### src/rtl/xor3_selftest_seq_pkg.sv
// xor3_selftest_seq_pkg: shared types and sizes for the xor3 fabric self-test sequencer
package xor3_selftest_seq_pkg;
   typedef enum logic [1:0] {IDLE, RUN, DONE} state_t;
   localparam int NUM_PATTERNS = 8;
   localparam int PATTERN_W = 3;
   localparam int ERR_W = 8;
endpackage

### src/rtl/xor3_selftest_seq_result_accum.sv
// xor3_result_accum: saturating mismatch counter, per-pattern fail map and first-fail capture
module xor3_result_accum
   import xor3_selftest_seq_pkg::*;
(
   input  logic                    gclk,
   input  logic                    resetn,
   input  logic                    clear,
   input  logic                    sample_en,
   input  logic                    mismatch,
   input  logic [PATTERN_W-1:0]    pattern,
   output logic [ERR_W-1:0]        err_count,
   output logic [NUM_PATTERNS-1:0] fail_vector,
   output logic [PATTERN_W-1:0]    first_fail
);
   always_ff @(posedge gclk or negedge resetn)
      if (!resetn) begin
         err_count   <= '0;
         fail_vector <= '0;
         first_fail  <= '0;
      end else if (clear) begin
         err_count   <= '0;
         fail_vector <= '0;
         first_fail  <= '0;
      end else if (sample_en && mismatch) begin
         err_count           <= &err_count ? err_count : err_count + 1'b1;
         fail_vector[pattern] <= 1'b1;
         if (err_count == '0) first_fail <= pattern;
      end
endmodule

### src/rtl/xor3_selftest_seq.sv
// xor3_selftest_seq: sweeps all 3-bit patterns into the xor3 DUT and checks its output against odd parity
module xor3_selftest_seq
   import xor3_selftest_seq_pkg::*;
#(
   parameter int SETTLE_CYCLES = 2,
   parameter int NUM_PASSES    = 1
) (
   input  logic                    gclk,
   input  logic                    resetn,
   input  logic                    start,
   output logic [PATTERN_W-1:0]    pattern_out,
   input  logic                    dut_result,
   output logic                    busy,
   output logic                    done,
   output logic                    pass,
   output logic [ERR_W-1:0]        err_count,
   output logic [NUM_PATTERNS-1:0] fail_vector,
   output logic [PATTERN_W-1:0]    first_fail
);
   localparam int HW = SETTLE_CYCLES > 1 ? $clog2(SETTLE_CYCLES) : 1;
   localparam logic [HW-1:0] HOLD_LAST = HW'(SETTLE_CYCLES - 1);
   if (SETTLE_CYCLES < 1 || NUM_PASSES < 1 || NUM_PASSES > 15) begin : g_bad_param
      $error("xor3_selftest_seq: SETTLE_CYCLES must be >= 1 and NUM_PASSES in 1..15");
   end
   state_t        state;
   logic [HW-1:0] hold;
   logic [3:0]    pass_cnt;
   logic          pass_q;
   logic          accept;
   logic          sample;
   logic          mismatch;
   logic          last;
   assign accept   = start && state != RUN;
   assign sample   = state == RUN && hold == HOLD_LAST;
   assign mismatch = dut_result != ^pattern_out;
   assign last     = pattern_out == PATTERN_W'(NUM_PATTERNS - 1) && pass_cnt == 4'(NUM_PASSES - 1);
   assign busy     = state == RUN;
   assign done     = state == DONE;
   assign pass     = pass_q;
   always_ff @(posedge gclk or negedge resetn)
      if (!resetn) begin
         state       <= IDLE;
         pattern_out <= '0;
         hold        <= '0;
         pass_cnt    <= '0;
         pass_q      <= 1'b0;
      end else if (accept) begin
         state       <= RUN;
         pattern_out <= '0;
         hold        <= '0;
         pass_cnt    <= '0;
         pass_q      <= 1'b0;
      end else if (state == RUN) begin
         hold <= sample ? '0 : hold + 1'b1;
         if (sample) begin
            pattern_out <= pattern_out + 1'b1;
            if (pattern_out == PATTERN_W'(NUM_PATTERNS - 1)) pass_cnt <= pass_cnt + 1'b1;
            // the final sample's mismatch is not yet in err_count, so fold it in here
            if (last) begin
               state  <= DONE;
               pass_q <= err_count == '0 && !mismatch;
            end
         end
      end
   xor3_result_accum u_accum (
      .gclk        (gclk),
      .resetn      (resetn),
      .clear       (accept),
      .sample_en   (sample),
      .mismatch    (mismatch),
      .pattern     (pattern_out),
      .err_count   (err_count),
      .fail_vector (fail_vector),
      .first_fail  (first_fail)
   );
endmodule
### config.mk
export PLATFORM = sky130hd
export DESIGN_NAME = xor3_selftest_seq
export DESIGN_NICKNAME = d
export VERILOG_FILES = /design/src/rtl/xor3_selftest_seq_pkg.sv /design/src/rtl/xor3_selftest_seq_result_accum.sv /design/src/rtl/xor3_selftest_seq.sv
export SDC_FILE = /design/constraint.sdc
export NUM_CORES = 1
export LEC_CHECK = 0
export CAP_MARGIN = 20
export CORE_UTILIZATION = 54
export CTS_BUF_LIST = sky130_fd_sc_hd__clkbuf_16
export DETAILED_ROUTE_END_ITERATION = 8
export PLACE_DENSITY = 0.83
export SETUP_SLACK_MARGIN = 0.3
export SYNTH_ARGS = -nofsm -noshare
export SYNTH_HDL_FRONTEND = slang
export SYNTH_SLANG_ARGS = --single-unit
### constraint.sdc
create_clock -name gclk -period 3.04 [get_ports gclk]
set_clock_uncertainty 0.2 [all_clocks]
set_input_delay 0.608 -clock gclk [delete_from_list [all_inputs] [get_ports gclk]]
set_output_delay 0.608 -clock gclk [all_outputs]
set_load 0.02 [all_outputs]
==> run metrics <==
status=completed; most frequent cells in the layout=dfrtp_1, clkdlybuf4s50_1, nor2_1, inv_1; final setup vio count=0; Syn Nets=158; Seq. cell area=751 um^2; Largest stage delay, worst path=0.59 ns; startpoint types=flip-flop; Bufs and invs on worst path=2; initial antenna violation count=0; WHS Path Cells=2; largest family of logic cells by synthesized area=simple AND/OR/NAND/NOR gates; Synth Area in Simple Gates=0.209; io pins=29; CTS tree=done; crit-path leading delay family=buffers and inverters; Avg Cell Area, Syn=between 10 and 15 um^2; CP max stage cell=clkdlybuf4s50_1; Post-synth ARST share=1.00; Post-synth top flop=dfrtp_1; Via-to-Cell Ratio=5.82; Clock Tree Buf Depth=2; Worst Hold Class=flip-flop to flip-flop; CP Capture Type=primary output; largest net degree at the start of global routing=31; Port Buffers=28; H-Tree Level Count=2; # fillers=174; # hold bufs at CTS=0; Sink Count=30; Total Routing Usage GR=0.262; pwr/cell area=1080 nW/um^2; DRC viols=0; Worst R2R Start=pattern_out[1]; mux contribution to synthesized area=0.00672; Die Ht=54.5 um; Crit Path Max Fanout=7; area occupied by multi-input gates=683 um^2; Skew-Pair Late Insertion Delay=0.28 ns; Initial DRC Count=29; CP required=2.23 ns; n_diodes=0; maxcap violations=0; Die Wd=54.5 um; Hold EP=u_accum.fail_vector[6]; flop-to-flop setup slack=0.69 ns; initial cell density of the core=0.585; HP Start=u_accum.fail_vector[6]; HPWL Detailed=~2.3 mm; post-synthesis sequential area ratio=0.504; Min Hold Slack=0.303 ns; GR Overflow Total=0; CTS clk-pin slew, worst paths=0.05 ns; Slew Limit Headroom=0.527; period utilization=0.783; setup bufs post-CTS=0; Synth Area in Compound Gates=0.146; total vias in the final route=approximately 1200; P&R area growth vs syn=30.4%; Synth Area in XOR/XNOR=0.0462; fmax=roughly 420 MHz; root buffer cell=clkbuf_16; row count=18; Register-to-Register Path Depth=5; Setup CP Type=flip-flop to primary output; Worst EP arrival=about 1.6 ns; Cells after Synth=148; Max VDD drop=just over 800 uV; antenna-violating nets left=0; post_cts resized=0; vias in the first global route=1117; die area=2970 um^2; #FFs+latches synth=30; most common cell after layout, fill and taps aside=dfrtp_1; routability cong.=0.777; Synth Area in Adders=0.0504; core box area=about 2500 um^2; Final min period=2.38 ns; Synth top area share=0.504; final wirelength=about 3.3 mm; count of cell types in the netlist=35; RSZ-0062 raised after global routing=no; Slew Viols, Final=0; layout cells sized above 1=0.0604; Yosys warnings=0; TritonRoute pass-1 iters=4; wire per inst=between 15 and 20 um; CTS buffer count=5; Leak Pwr=0.910 nW; Least-Margin Pin Slew=0.699 ns; first-pass GRT wire length=5.16 mm; EDFF count, synth=0; post-route setup TNS=0 ns; CP Cell Sequence=nand2b_1 -> inv_1 -> clkdlybuf4s50_1; final hold violation count=0; nets@finish=191; synth top area cells=dfrtp_1, ha_1, nor2_1; largest area contributor in the netlist=dfrtp_1; mapped cell area=1490 um^2; Worst R2R End=u_accum.err_count[3]
==> through the flow <==
stage / setup slack [ns] / total power, mW / instance area, um^2 / util / instances
2_1_floorplan: 0.848 / 1.29 / 1490 / - / 148
3_3_place_gp: 0.687 / 1.60 / 1800 / 0.709 / 204
3_5_place_dp: 0.648 / 1.64 / 1800 / 0.709 / 204
4_1_cts: 0.656 / 2.11 / 1940 / 0.763 / 212
5_1_grt: 0.514 / 2.24 / 1940 / 0.763 / 212
6_report: 0.658 / 2.11 / 1940 / 0.763 / 212
==> Yosys cell counts (3+ instances only) <==
library cell / count
and2_1: 3
dfrtp_1: 30
a21o_1: 3
inv_1: 10
o21ai_0: 9
a21oi_1: 6
nor2_1: 19
nand2_1: 9
nor3_1: 5
ha_1: 6
a41oi_1: 3
xnor2_1: 3
nand3_1: 7
nand4_1: 3
==> worst register-to-register path, delay by kind of cell (launching register included) <==
kind                     cells  cell delay [ns]
flip-flops                   1             0.48
XOR/XNOR                     1             0.50
AO/OA/AOI/OAI                2             0.45
adder cells (fa/ha/maj)      1             0.38
AND/OR/NAND/NOR              1             0.23
==> cells by family after synthesis <==
kind of cell / Yosys count
and+or+nand+nor: 60
AOI/OAI and AO/OA: 31
DFF: 30
buffers and inverters: 14
xor gates and xnor gates: 6
adders and majority gates: 6
muxes: 1
==> sequential cells by signal, summed over array words and instances (netlist names) <==
signal	cells
hold	1
pass	1
pass_cnt	4
pattern_out	3
state	2
u_accum.err_count	8
u_accum.fail_vector	8
u_accum.first_fail	3
==> where the power goes <==
part           total, mW  switching [mW]  internal (mW)  leakage (nW)
Clock              0.459           0.164          0.294        0.0724
Sequential         0.684           0.151          0.532         0.395
Combinational      0.963           0.520          0.443         0.442
Total               2.11           0.836           1.27         0.910
==> cell type report <==
cell class,count,area share
Sequential cell,30,0.387
Timing Repair Buffer,30,0.152
Clock buffer,5,0.0644
Multi-Input combinational cell,104,0.352
Clock inverter,3,0.00644
Tap cell,30,0.0193
Inverter,10,0.0193
==> layer usage <==
layer | GRT usage | part of all wire | wire length [um] | vias to the layer above
met4 | 0.115 | 0.016 | 52 | 0
met2 | 0.390 | 0.46 | 1550 | 32
met5 | 0 | 0 | 0 | -
met3 | 0.100 | 0.054 | 180 | 4
li1 | - | - | - | 592
met1 | 0.338 | 0.47 | 1550 | 606
==> how the worst max path moves through the flow <==
stage                   start                   end  slack, ns  cells after the start
6_report             state[1]                  busy       0.66                      3
3_5_place_dp       dut_result  u_accum.err_count[3]       0.65                      5
3_3_place_gp       dut_result  u_accum.err_count[4]       0.69                      5
5_1_grt        pattern_out[1]                  pass       0.51                      6
4_1_cts              state[1]                  busy       0.66                      3
2_1_floorplan  pattern_out[0]  u_accum.err_count[3]       0.85                      5
(Power assumes the default switching activity.)
